--- config.mk ---
export PLATFORM = sky130hd
export DESIGN_NAME = fetch_unit
export DESIGN_NICKNAME = d
export VERILOG_FILES = /design/src/rtl/fetch_unit.sv
export SDC_FILE = /design/constraint.sdc
export NUM_CORES = 1
export LEC_CHECK = 0
export CAP_MARGIN = 25
export CORE_ASPECT_RATIO = 1.1
export CORE_UTILIZATION = 54
export DETAILED_ROUTE_END_ITERATION = 10
export MAX_ROUTING_LAYER = met4
export PLACE_DENSITY = 0.84
export REMOVE_ABC_BUFFERS = 1
export SYNTH_ARGS = -nofsm -noshare
export SYNTH_HDL_FRONTEND = slang
export SYNTH_SLANG_ARGS = --single-unit
--- constraint.sdc ---
create_clock -name clk -period 10.6 [get_ports clk]
set_clock_uncertainty 0.05 [all_clocks]
set_input_delay 1.59 -clock clk [delete_from_list [all_inputs] [get_ports clk]]
set_output_delay 1.59 -clock clk [all_outputs]
set_load 0.01 [all_outputs]
--- src/rtl/fetch_unit.sv ---
// Instruction fetch stage: issues one memory read at a time, fills the IF/ID register,
// and parks a response in a skid slot when decode stalls. Redirects can arrive while a read is outstanding.
module fetch_unit #(
  parameter int                   WORD_SIZE = 16,
  parameter logic [WORD_SIZE-1:0] RESET_PC  = '0
) (
  input  logic                 clk,
  input  logic                 reset,
  output logic [WORD_SIZE-1:0] pc,
  input  logic [WORD_SIZE-1:0] pred_npc,
  input  logic                 pred_hit,
  output logic                 i_readM,
  input  logic                 i_ready,
  input  logic [WORD_SIZE-1:0] i_data,
  input  logic                 stall,
  input  logic                 redirect,
  input  logic [WORD_SIZE-1:0] redirect_pc,
  output logic                 if_id_valid,
  output logic [WORD_SIZE-1:0] if_id_pc,
  output logic [WORD_SIZE-1:0] if_id_instr,
  output logic [WORD_SIZE-1:0] if_id_pred_npc,
  output logic                 if_id_pred_taken
);

  typedef enum logic [1:0] {IDLE, FETCH, HOLD, DRAIN} state_t;

  state_t               r_state, w_next_state;
  logic [WORD_SIZE-1:0] r_pc, r_pending;
  logic [WORD_SIZE-1:0] r_skid_pc, r_skid_instr, r_skid_npc;
  logic                 r_skid_taken;
  logic                 r_if_id_valid, r_if_id_taken;
  logic [WORD_SIZE-1:0] r_if_id_pc, r_if_id_instr, r_if_id_npc;

  logic [WORD_SIZE-1:0] w_pc_inc, w_pc_next;
  logic                 w_pred_taken, w_accept, w_read;
  logic                 w_load_mem, w_load_skid, w_capture_skid, w_pending_load;

  assign w_pc_inc     = r_pc + WORD_SIZE'(1);
  assign w_pred_taken = pred_hit && (pred_npc != w_pc_inc);
  assign w_accept     = !stall || !r_if_id_valid;

  always_ff @(posedge clk or posedge reset) begin
    if (reset) r_state <= IDLE;
    else       r_state <= w_next_state;
  end

  // NOTE: every combinational output gets a default first so no path can infer a latch.
  always_comb begin
    w_next_state = r_state;
    unique case (r_state)
      IDLE:  w_next_state = FETCH;
      FETCH: begin
        if (redirect)                  w_next_state = i_ready ? FETCH : DRAIN;
        else if (i_ready && !w_accept) w_next_state = HOLD;
      end
      HOLD:  if (redirect || !stall) w_next_state = FETCH;
      // A redirect coinciding with the drained response retires it and restarts at redirect_pc.
      DRAIN: if (i_ready) w_next_state = FETCH;
      default: w_next_state = IDLE;
    endcase
  end

  always_comb begin
    w_read         = (r_state == FETCH) || (r_state == DRAIN);
    i_readM        = w_read;
    w_load_mem     = (r_state == FETCH) && i_ready && !redirect && w_accept;
    w_capture_skid = (r_state == FETCH) && i_ready && !redirect && !w_accept;
    w_load_skid    = (r_state == HOLD) && !stall && !redirect;
    w_pending_load = redirect && w_read && !i_ready;
    w_pc_next      = r_pc;
    if (redirect) begin
      // While a read is still in flight the pc must stay put; the target waits in r_pending.
      if (i_ready || !w_read) w_pc_next = redirect_pc;
    end else if (w_load_mem) begin
      w_pc_next = pred_npc;
    end else if (w_load_skid) begin
      w_pc_next = r_skid_npc;
    end else if ((r_state == DRAIN) && i_ready) begin
      w_pc_next = r_pending;
    end
  end

  // NOTE: sequential state uses non-blocking assignments so every register samples pre-edge values.
  always_ff @(posedge clk or posedge reset) begin
    if (reset) begin
      r_pc          <= RESET_PC;
      r_pending     <= '0;
      r_skid_pc     <= '0;
      r_skid_instr  <= '0;
      r_skid_npc    <= '0;
      r_skid_taken  <= 1'b0;
      r_if_id_valid <= 1'b0;
      r_if_id_pc    <= '0;
      r_if_id_instr <= '0;
      r_if_id_npc   <= '0;
      r_if_id_taken <= 1'b0;
    end else begin
      r_pc <= w_pc_next;
      if (w_pending_load) r_pending <= redirect_pc;
      if (w_capture_skid) begin
        r_skid_pc    <= r_pc;
        r_skid_instr <= i_data;
        r_skid_npc   <= pred_npc;
        r_skid_taken <= w_pred_taken;
      end
      if (redirect) begin
        r_if_id_valid <= 1'b0;
      end else if (w_load_mem) begin
        r_if_id_valid <= 1'b1;
        r_if_id_pc    <= r_pc;
        r_if_id_instr <= i_data;
        r_if_id_npc   <= pred_npc;
        r_if_id_taken <= w_pred_taken;
      end else if (w_load_skid) begin
        r_if_id_valid <= 1'b1;
        r_if_id_pc    <= r_skid_pc;
        r_if_id_instr <= r_skid_instr;
        r_if_id_npc   <= r_skid_npc;
        r_if_id_taken <= r_skid_taken;
      end else if (!stall) begin
        r_if_id_valid <= 1'b0;
      end
    end
  end

  assign pc               = r_pc;
  assign if_id_valid      = r_if_id_valid;
  assign if_id_pc         = r_if_id_pc;
  assign if_id_instr      = r_if_id_instr;
  assign if_id_pred_npc   = r_if_id_npc;
  assign if_id_pred_taken = r_if_id_taken;

endmodule
## Yosys cells after proc, flatten, opt, wreduce, memory -nomap -nowiden

Cells that the tools add are included.

| storage, ports and cells | value |
|---|---|
| input port bits | 54 |
| memories kept | 0 |
| bits in read-only memories | 0 |
| bits in registers | 133 |
| output and inout port bits | 67 |
| latch bits | 0 |
| memory bits (writable) | 0 |

| cells by class | value |
|---|---|
| add/subtract/negate cells | 1 |
| bitwise logic cells | 1 |
| muxes and demuxes | 23 |
| shifts and indexed selects | 0 |
| div/mod/pow operators | 0 |
| reductions and logical operators | 27 |
| multipliers | 0 |
| equality and inequality tests | 9 |
| $lt $le $gt $ge | 0 |

Operators by type and width:

| operator | count |
|---|---|
| $mux W16 | 11 |
| $add A16 B1 Y16 const B | 1 |
| $ne A16 B16 Y1 | 1 |
| $logic_and A1 B1 Y1 | 11 |
| $mux W2 | 5 |
| $pmux W2 S4 | 1 |
| $logic_not A1 Y1 | 6 |
| $mux W1 | 6 |
| $eq A2 B2 Y1 const B | 2 |
| $logic_or A1 B1 Y1 | 4 |
| $ne A2 B2 Y1 const B | 2 |
| $ne A4 B1 Y1 const B | 1 |
| $reduce_and A2 Y1 | 2 |
| $reduce_bool A4 Y1 | 1 |
| $ne A3 B3 Y1 const B | 1 |
| $reduce_and A3 Y1 | 1 |
| $eq A2 B1 Y1 const B | 1 |
| $logic_not A2 Y1 | 1 |
| $ne A2 B1 Y1 const B | 1 |
| $reduce_bool A2 Y1 | 1 |
| $not A1 Y1 | 1 |

## Longest topological paths before layout

Gate-level depths: netlist of the first run.

| logic depth | value |
|---|---|
| depth in word-level cells | 7 |
| mapped depth | 8 |
| gate-level depth less buffers | 7 |

## Worst setup path after synthesis of the first run

OpenSTA, ideal clock, no wires.

| path | value |
|---|---|
| kind | input -> register |
| start | input port redirect |
| end | register r_skid_instr[0] |
| data arrival time | 2.796 ns |
| setup time | 0.125 ns |
| path slack | 7.629 ns |
| stages on the path | 4 |
| data required time | 10.425 ns |
| buffers on the path | 2 |
| path through | buf_2 nor4_1 buf_2 mux2_2 |

| between the ends | value |
|---|---|
| word-level cells in the longest chain between the ends | 3 |

RTL lines:

| what | line | text |
|---|---|---|
| start, declared | 16 | `input logic redirect,` |
| $logic_not A1 Y1 | 67 | `w_capture_skid = (r_state == FETCH) && i_ready && !redirect && !w_accept;` |
| $logic_and A1 B1 Y1 (2 in a row) | 67 |  |
| end signal, assigned | 102 | `r_skid_instr <= i_data;` |
| end, declared | 29 | `logic [WORD_SIZE-1:0] r_skid_pc, r_skid_instr, r_skid_npc;` |

No other way between the ends.
A chain may end at the register's enable or synchronous reset.

## Worst setup path after layout of the first run

| path | value |
|---|---|
| start | input port redirect |
| end | register r_pc[2] (netlist: pc[2]) |

| between the ends | value |
|---|---|
| word-level cells in the longest chain between the ends | 5 |

RTL lines:

| what | line | text |
|---|---|---|
| $logic_not A1 Y1 | 66, 68 |  |
| $logic_and A1 B1 Y1 (on tied branches) | 68, 66 |  |
| $mux W16 or $logic_and A1 B1 Y1 (tied branches) | 76, 66 |  |
| $mux W16 or $reduce_bool A4 Y1 (tied branches) | n/a |  |
| $mux W16 or $reduce_and A2 Y1 (tied branches) | n/a |  |
| end signal, assigned | 98 | `r_pc <= w_pc_next;` |
| end, declared | 28 | `logic [WORD_SIZE-1:0] r_pc, r_pending;` |

Several ways; a longest one is shown, not always the timed one.

==> results of run 1 <==
==> worst max path at each step <==
stage                         from                     endpoint  cells after the start
after floorplan           redirect  r_skid_instr[0]$_DFFE_PP0P_                      2
after global placement    redirect            pc[2]$_DFFE_PP0P_                      9
after detailed placement  redirect           pc[10]$_DFFE_PP0P_                      9
after CTS                 redirect            pc[2]$_DFFE_PP0P_                      9
after global routing      redirect            pc[2]$_DFFE_PP0P_                      9
final                     redirect            pc[2]$_DFFE_PP0P_                      9
==> through the flow <==
| stage | total power [W] | hold slack (ns) | instance area (um2) | instances | util [%] |
|---|---|---|---|---|---|
| global placement | 0.00106 | 0.420 | 7510 | 858 | 67.6 |
| finish | 0.00163 | 0.448 | 8070 | 890 | 72.6 |
| detailed placement | 0.00108 | 0.429 | 7510 | 858 | 67.6 |
| floorplan | 0.000888 | 0.408 | 6040 | 584 | - |
| CTS | 0.00164 | 0.447 | 8070 | 890 | 72.6 |
| global route | 0.00171 | 0.468 | 8070 | 890 | 72.6 |
==> kinds of logic (layout without fill, tap and decap cells) <==
logic type / count (synthesis) / count (layout)
simple gates: 246 / 246
mux: 66 / 66
buf+inv: 55 / 165
xor+xnor: 20 / 20
fa+ha+maj: 1 / 1
compound gates: 112 / 112
flops: 133 / 133
==> power breakdown <==
group | internal (W) | switching [W] | total (W) | leakage, nW
combinational | 0.000211 | 0.000160 | 0.000370 | 1.62
clock | 0.000339 | 0.000213 | 0.000552 | 0.269
sequential | 0.000623 | 0.0000879 | 0.000711 | 1.60
==> sequential cells by signal, indices dropped and copies added, names as in the netlist <==
| register | flops |
|---|---|
| if_id_instr | 16 |
| if_id_pc | 16 |
| if_id_pred_npc | 16 |
| pc | 16 |
| r_pending | 16 |
| r_skid_instr | 16 |
| r_skid_npc | 16 |
| r_skid_pc | 16 |
| r_state | 2 |
| if_id_pred_taken | 1 |
| if_id_valid | 1 |
| r_skid_taken | 1 |
==> cell type report <==
cell class | instances | area, um2 | area share (%)
clock buffer | 23 | 478 | 5.92
clock inverter | 9 | 77.6 | 0.961
sequential | 133 | 3330 | 41.2
multi-input combinational | 445 | 2720 | 33.7
timing repair buffer | 127 | 1250 | 15.5
inverter | 6 | 27.5 | 0.341
tap | 147 | 184 | 2.28
==> layer usage <==
metal / global-route usage, % / wire (um) / vias to the layer above
met5: - / 0 / -
met4: 13.8 / 480 / 0
met3: 6.01 / 1110 / 48
met2: 49.1 / 8360 / 254
met1: 34.6 / 6520 / 2657
li1: - / - / 2398
==> cells in the final DEF (no fill, tap or decap), types with 4 or more instances in the layout <==
cell type / n
buf_4: 7
o21ai_0: 17
nor3_1: 7
a21oi_1: 17
clkinv_2: 5
clkbuf_16: 17
o21ai_1: 6
nand2_1: 132
a311oi_1: 15
xor2_1: 7
nor2b_1: 5
nand4_1: 8
clkdlybuf4s50_1: 120
a31oi_1: 43
mux2_2: 60
nand3_1: 8
mux2_1: 4
nor4_1: 4
inv_1: 4
nor2_1: 66
dfrtp_1: 133
xnor2_1: 12
==> out/results.tsv, run 1 <==
metric	value	unit
status	completed	
synth top area cells	dfrtp_1 53%, mux2_2 11%, nand2_1 7.9%	
# fillers	820	
syn avg cell area	9.90	um2
first-pass GRT wire length	26.6	mm
# setup viols final	0	
Clock transition at path regs	0.06	ns
vias in the first global route	5423	
core area	11100	um2
Final nets	785	
WL final	16.5	mm
cell with the most instances after synthesis	dfrtp_1	
Static Leak	3.49	nW
Setup WS pre-CTS	6.05	ns
post-route setup slack	6.26	ns
Max clock buf depth	2	
Gates resized, CTS repair	0	
Hold Path Stages	1	
pwr/cell area	202	nW/um2
synthesis-stage register bit count	133	
die height	115	um
Starting Density	56.4	%
GRT Total Usage	29.5	%
Synth Area in XOR/XNOR	2.91	%
hold endpoint	r_skid_npc[6]$_DFFE_PP0P_	
fmax	0.231	GHz
Peak VDD IR	131	uV
Worst-Margin Slew	0.805	ns
dominant synthesized flop cell	dfrtp_1	
largest family of logic cells by synthesized area	simple AND/OR/NAND/NOR gates	
Ys Warns	0	
simple-gate share of the synthesized area	16.8	%
hold-fix buffers at CTS	0	
r2r endpoint	pc[2]$_DFFE_PP0P_	
IO Pins	121	
Setup TNS	0	ns
CTS tree	done	
Slew HR	46.3	%
dpl hpwl	10.0	mm
Max Transition Viols Final	0	
largest net degree at the start of global routing	81	
Hold Startpoint	r_skid_npc[6]$_DFFE_PP0P_	
initial antenna violation count	0	
Critical Path Start Type	primary input	
IO buf count	120	
WL/cell	18.5	um
Worst Path Required	10.87	ns
antenna cells	0	
register area share after synthesis	53.1	%
Synth Instances	633	
clk sinks	133	
# DRC	0	
# rows	40	
H-tree levels	4	
CTS Root Cell	clkbuf_16	
Hold Vio Cnt, Final	0	
Synth top area share	53.1	%
Post-synth EDFFs	0	
period utilization	40.9	%
die area	12000	um2
CP Max Fanout	78	
biggest area consumer among synthesized cells	dfrtp_1	
Congestion Overflow GR	0	
HP Class	reg2reg	
RePlAce Congestion	0.822	
Max Cap Viol	0	
FF-to-FF Start	r_state[1]$_DFFE_PP0P_	
most frequent cells after synthesis	133 x dfrtp_1, 132 x nand2_1, 66 x nor2_1	
post-synthesis cell area	6270	um2
Compound-Gate Fraction of Synth Area	11.2	%
postcts setup bufs	0	
initial DRC count	411	
total number of vias	5357	
crit path buf inv count	3	
mux share of post-synthesis cell area	11.8	%
crit-path cells	clkdlybuf4s50_1 -> buf_4 -> nor2_1 -> nand4_4 -> buf_4 -> nor2_1 -> a311oi_1 -> a21oi_1 -> o21ai_0	
Period minus WS final	4.34	ns
DIE WIDTH	105	um
Post-DRT Antenna Nets	0	
critical setup path kind	in2reg	
critical path's top delay family	buffers and inverters	
synthesis-to-finish area growth	28.7	%
clock buffer count from CTS	17	
CP endpoint kind	register	
area share of fa/ha/maj cells after synthesis	0.200	%
CP max stage delay	0.72	ns
Worst R2R Path Depth	7	
slowest CP cell	buf_4	
DR pass1 iterations	5	
Synth cell types	48	
Post-synth ARST share	100	%
unrepaired setup endpoints after global routing	false	
crit path DAT	4.60	ns
worst skew pair latency	0.42	ns
layout cell share with drive strength beyond 1	14.3	%
worst reg-to-reg setup slack	7.90	ns
via/cell ratio	6.02	
Power figures use the tool's default switching activity.
==> inputs of run 2 (changes only) <==
--- a/config.mk
+++ b/config.mk
@@ -7,10 +7,10 @@
 export LEC_CHECK = 0
 export CAP_MARGIN = 25
 export CORE_ASPECT_RATIO = 1.1
-export CORE_UTILIZATION = 54
+export CORE_UTILIZATION = 52
 export DETAILED_ROUTE_END_ITERATION = 10
 export MAX_ROUTING_LAYER = met4
-export PLACE_DENSITY = 0.84
+export PLACE_DENSITY = 0.81
 export REMOVE_ABC_BUFFERS = 1
 export SYNTH_ARGS = -nofsm -noshare
 export SYNTH_HDL_FRONTEND = slang
==> constraint.sdc (replaced) <==
create_clock -name clk -period 4.4 [get_ports clk]
set_clock_uncertainty 0.05 [all_clocks]
set_input_delay 0.66 -clock clk [delete_from_list [all_inputs] [get_ports clk]]
set_output_delay 0.66 -clock clk [all_outputs]
set_load 0.01 [all_outputs]
==> run 2 against run 1 <==
- register-to-register slack got worse by 6.1 ns
- count of clock-buffer cells in the layout did not move
- clock power grew to 2.6 times the previous value
- via count shrank 1.9%
==> out/results.tsv, run 2 (same netlist as run 1, synthesis figures left out) <==
metric	value	unit	change
GRT Total Usage	28.4	%	was 29.5%
die height	117	um	was 115 um
postcts setup bufs	0		unchanged
Slew HR	42.1	%	was 46.3%
HP Class	reg2reg		unchanged
Hold Path Stages	1		unchanged
Gates resized, CTS repair	0		unchanged
largest net degree at the start of global routing	81		unchanged
worst skew pair latency	0.41	ns	was 0.42 ns
hold-fix buffers at CTS	0		unchanged
Hold Vio Cnt, Final	0		unchanged
Peak VDD IR	261	uV	was 131 uV
Design Area, Final	8180	um2	was 8070 um2
DIE WIDTH	107	um	was 105 um
hold_ws	0.440	ns	was 0.448 ns
dpl hpwl	10.5	mm	was 10.0 mm
antenna cells	0		unchanged
clk sinks	133		unchanged
fmax	0.339	GHz	
period utilization	67.0	%	
critical setup path kind	in2reg		unchanged
WL/cell	17.9	um	was 18.5 um
layout cell share with drive strength beyond 1	15.2	%	was 14.3%
Static Leak	3.55	nW	was 3.49 nW
CTS Root Cell	clkbuf_16		unchanged
CP max stage delay	0.68	ns	was 0.72 ns
critical path's most frequent cell	buf_4		
Max Transition Viols Final	0		unchanged
# rows	41		was 40
vias in the first global route	5338		was 5423
Worst-Margin Slew	0.869	ns	was 0.805 ns
crit path DAT	3.22	ns	was 4.60 ns
Period minus WS final	2.95	ns	
most common cell after layout, fill and taps aside	dfrtp_1		unchanged
Max Cap Viol	0		unchanged
pwr/cell area	491	nW/um2	was 202 nW/um2
Critical Path Start Type	primary input		unchanged
# setup viols final	0		unchanged
via/cell ratio	5.85		was 6.02
initial antenna violation count	0		unchanged
core area	11600	um2	was 11100 um2
total power	0.00401	W	was 0.00163 W
CP Max Fanout	57		was 78
IO Pins	121		unchanged
most frequent cells in the layout	133 x dfrtp_1, 132 x nand2_1, 120 x clkdlybuf4s50_1		unchanged
DR pass1 iterations	5		unchanged
RePlAce Congestion	0.814		was 0.822
Worst Path Required	4.67	ns	was 10.87 ns
crit-path cells	clkdlybuf4s50_1 -> buf_4 -> nor2_1 -> nand4_4 -> buf_4 -> a311oi_1 -> a21oi_1 -> o21ai_0		was clkdlybuf4s50_1 -> buf_4 -> nor2_1 -> nand4_4 -> buf_4 -> nor2_1 -> a311oi_1 -> a21oi_1 -> o21ai_0
CTS tree	done		unchanged
Setup TNS	0	ns	unchanged
status	completed		unchanged
H-tree levels	4		unchanged
synthesis-to-finish area growth	30.5	%	was 28.7%
# fillers	874		was 820
WL final	16.1	mm	was 16.5 mm
IO buf count	120		unchanged
Starting Density	54.1	%	was 56.4%
initial DRC count	362		was 411
Congestion Overflow GR	0		unchanged
Max clock buf depth	2		unchanged
Final nets	792		was 785
CP endpoint kind	register		unchanged
die area	12500	um2	was 12000 um2
clock buffer count from CTS	17		unchanged
Worst R2R Path Depth	6		was 7
unrepaired setup endpoints after global routing	false		unchanged
Post-DRT Antenna Nets	0		unchanged
Clock transition at path regs	0.05	ns	was 0.06 ns
first-pass GRT wire length	26.3	mm	was 26.6 mm
# DRC	0		unchanged
slowest CP cell	nand4_4		was buf_4
Area after DPL	7580	um2	was 7510 um2
total number of vias	5257		was 5357
==> run 2: cell count changes in the layout (fill, tap and decap cells not counted), sizes merged <==
cell,before,now
bufinv,1,2
clkinv,5,3
buf,7,14
==> run 2: layout make-up <==
cell class / count / area (um2) / area share (%)
sequential: 133 / 3330 / 40.7
timing repair buffer: 134 / 1320 / 16.1
inverter: 6 / 27.5 / 0.337
clock inverter: 8 / 97.6 / 1.19
tap: 150 / 188 / 2.29
clock buffer: 23 / 498 / 6.09
multi-input combinational: 445 / 2720 / 33.3
==> run 2: worst paths after layout <==
kind | from | endpoint | slack, ns
max in group asynchronous | reset | r_skid_pc[7]$_DFFE_PP0P_ | 2.72
worst max register to register | pc[0]$_DFFE_PP0P_ | r_skid_taken$_DFFE_PP0P_ | 1.82
worst min register to register | r_skid_npc[5]$_DFFE_PP0P_ | r_skid_npc[5]$_DFFE_PP0P_ | 0.44
worst min-delay path | r_skid_npc[5]$_DFFE_PP0P_ | r_skid_npc[5]$_DFFE_PP0P_ | 0.44
worst max-delay path | redirect | pc[4]$_DFFE_PP0P_ | 1.45
min in group asynchronous | reset | r_skid_instr[1]$_DFFE_PP0P_ | 0.71
==> run 2: metal layers <==
layer / wire [um] / track usage, %
met5: 0 / -
met4: 319 / 11.9
met3: 1050 / 5.43
met2: 8030 / 46.8
met1: 6680 / 34.6
==> run 2: worst max-delay path, delay by kind of cell <==
family,cells,cell delay [ns]
buf+inv,3,1.15
simple gates,2,0.94
compound gates,3,0.45
==> run 2: stage by stage <==
step,util (%),cells,worst slack (ns)
2_1_floorplan,-,584,-1.97
6_report,70.5,899,1.45
3_3_place_gp,65.2,867,1.15
4_1_cts,70.5,899,1.47
5_1_grt,70.5,899,1.22
3_5_place_dp,65.4,868,1.11
==> run 2: power breakdown <==
group          internal, W  switching, W  total (W)
Clock             0.000903      0.000504    0.00141
Combinational     0.000511      0.000379   0.000890
Sequential         0.00150      0.000215    0.00172
==> inputs of run 3 (changes only) <==
==> constraint.sdc (replaced) <==
create_clock -name clk -period 2.8 [get_ports clk]
set_clock_uncertainty 0.05 [all_clocks]
set_input_delay 0.42 -clock clk [delete_from_list [all_inputs] [get_ports clk]]
set_output_delay 0.42 -clock clk [all_outputs]
set_load 0.01 [all_outputs]
==> run 3 against run 2 <==
- sequential power grew 56%
- wire length is 4.0% higher
- first-iteration DRC count up 7.5%
- utilization rose by 1.3 points
- critical path type is now reg2reg
- largest cell class unchanged
- highest routed layer unchanged
==> out/results.tsv, run 3 (same netlist as run 1, synthesis figures left out) <==
metric	value	unit	change
worst reg-to-reg setup slack	0.47	ns	was 1.82 ns
period utilization	83.2	%	
Max clock buf depth	2		unchanged
footprint of the multi-input gates	2720	um2	unchanged
Gates resized, CTS repair	0		unchanged
hold-fix buffers at CTS	0		unchanged
fmax	0.429	GHz	
Final nets	796		was 792
most frequent cells in the layout	133 x dfrtp_1, 132 x nand2_1, 120 x clkdlybuf4s50_1		unchanged
postcts setup bufs	0		unchanged
pwr/cell area	786	nW/um2	was 491 nW/um2
FF-to-FF Start	pc[2]$_DFFE_PP0P_		was pc[0]$_DFFE_PP0P_
clock buffer count from CTS	17		unchanged
total number of vias	5427		was 5257
CP Max Fanout	13		was 57
largest net degree at the start of global routing	63		was 81
most used routing layer	met2		unchanged
Max Transition Viols Final	0		unchanged
H-tree levels	4		unchanged
Worst Path Required	3.03	ns	was 4.67 ns
initial DRC count	389		was 362
clk sinks	133		unchanged
via/cell ratio	6.00		was 5.85
met2 Resource Use GR	47.7	%	was 46.8%
RePlAce Congestion	0.847		was 0.814
IO Pins	121		unchanged
layout cell share with drive strength beyond 1	15.4	%	was 15.2%
Worst-Margin Slew	0.595	ns	was 0.869 ns
IO buf count	120		unchanged
Congestion Overflow GR	0		unchanged
dpl hpwl	10.7	mm	was 10.5 mm
WL final	16.7	mm	was 16.1 mm
final core occ	71.8	%	was 70.5%
synthesis-to-finish area growth	32.9	%	was 30.5%
CP startpoint	pc[2]$_DFFE_PP0P_		was redirect
Hold Vio Cnt, Final	0		unchanged
status	completed		unchanged
Clock transition at path regs	0.06	ns	was 0.05 ns
Static Leak	3.61	nW	was 3.55 nW
Worst Setup EP	r_skid_taken$_DFFE_PP0P_		was pc[4]$_DFFE_PP0P_
Peak VDD IR	378	uV	was 261 uV
Slew HR	60.3	%	was 42.1%
Max Cap Viol	0		unchanged
most common cell after layout, fill and taps aside	dfrtp_1		unchanged
worst skew pair latency	0.41	ns	about the same
HP Class	in2async		was reg2reg
die height	117	um	unchanged
first-pass GRT wire length	26.5	mm	was 26.3 mm
DIE WIDTH	107	um	unchanged
GRT Total Usage	28.7	%	was 28.4%
register area	3330	um2	unchanged
Post-DRT Antenna Nets	0		unchanged
die area	12500	um2	unchanged
CTS tree	done		unchanged
grt met1 use	33.9	%	was 34.6%
vias in the first global route	5423		was 5338
Setup TNS	0	ns	unchanged
unrepaired setup endpoints after global routing	false		unchanged
DR pass1 iterations	5		unchanged
core area	11600	um2	unchanged
CP endpoint kind	register		unchanged
crit path DAT	2.56	ns	was 3.22 ns
# setup viols final	0		unchanged
post-route setup slack	0.470	ns	was 1.45 ns
Worst R2R Path Depth	6		unchanged
initial antenna violation count	0		unchanged
Starting Density	54.1	%	unchanged
CTS Root Cell	clkbuf_16		unchanged
Setup WS pre-CTS	0.209	ns	was 1.11 ns
WL/cell	18.5	um	was 17.9 um
# rows	41		unchanged
Period minus WS final	2.33	ns	
# fillers	822		was 874
M3 GR Usage	5.98	%	was 5.43%
# DRC	0		unchanged
r2r endpoint	r_skid_taken$_DFFE_PP0P_		unchanged
critical setup path kind	reg2reg		was in2reg
Critical Path Start Type	register		was primary input
-- run 3: cell count changes in the layout (fill, tap and decap cells not counted) --
cell        previous run  this run
diode_2                0         1
clkinvlp_4             3         2
clkbuf_1               1         3
clkbuf_8               5         2
bufinv_16              2         5
clkinv_2               3         2
buf_12                 1         7
buf_4                 13        11
-- run 3: final cells by class --
type / instances / area share (%)
Tap cell: 150 / 2.25
Sequential cell: 133 / 40.0
Timing Repair Buffer: 138 / 17.1
Antenna cell: 1 / 0.0300
Clock inverter: 9 / 2.10
Clock buffer: 22 / 5.57
Multi-Input combinational cell: 445 / 32.7
Inverter: 6 / 0.330
-- run 3: per-layer routing --
layer / up-vias / share of wire, % / wire (um)
li1: 2431 / - / -
met1: 2694 / 40 / 6770
met2: 254 / 50 / 8360
met3: 48 / 7.1 / 1190
met4: 0 / 2.4 / 409
met5: - / 0 / 0
-- run 3: where the power goes --
group / total [W] / switching (W) / internal, W
registers: 0.00268 / 0.000322 / 0.00236
logic: 0.00144 / 0.000624 / 0.000820
clock network: 0.00242 / 0.000804 / 0.00162
total: 0.00655 / 0.00175 / 0.00480
-- run 3: worst max-delay path: stages, from the launching register on --
cell and delay (ns):
dfrtp_1 0.60, and4_1 0.36, nand2_1 0.14, o311ai_0 0.42
nand4_1 0.13, nor4_1 0.34, o22ai_1 0.15
-- run 3: worst min path at each step --
stage                                    startpoint                           end  slack [ns]
after floorplan           r_skid_npc[5]$_DFFE_PP0P_     r_skid_npc[5]$_DFFE_PP0P_        0.41
after global placement    r_skid_npc[5]$_DFFE_PP0P_     r_skid_npc[5]$_DFFE_PP0P_        0.42
after detailed placement  r_skid_npc[5]$_DFFE_PP0P_     r_skid_npc[5]$_DFFE_PP0P_        0.44
after CTS                 r_skid_npc[6]$_DFFE_PP0P_     r_skid_npc[6]$_DFFE_PP0P_        0.45
after global routing      r_skid_npc[6]$_DFFE_PP0P_     r_skid_npc[6]$_DFFE_PP0P_        0.47
final                                         reset  r_skid_instr[13]$_DFFE_PP0P_        0.44
-- run 3: stage by stage --
step | instance area (um2) | instances | power (W) | hold WS [ns]
3_5_place_dp | 7690 | 872 | 0.00413 | 0.436
2_1_floorplan | 6040 | 584 | 0.00336 | 0.408
6_report | 8330 | 904 | 0.00655 | 0.444
5_1_grt | 8330 | 903 | 0.00682 | 0.467
4_1_cts | 8330 | 903 | 0.00657 | 0.451
3_3_place_gp | 7690 | 872 | 0.00405 | 0.419
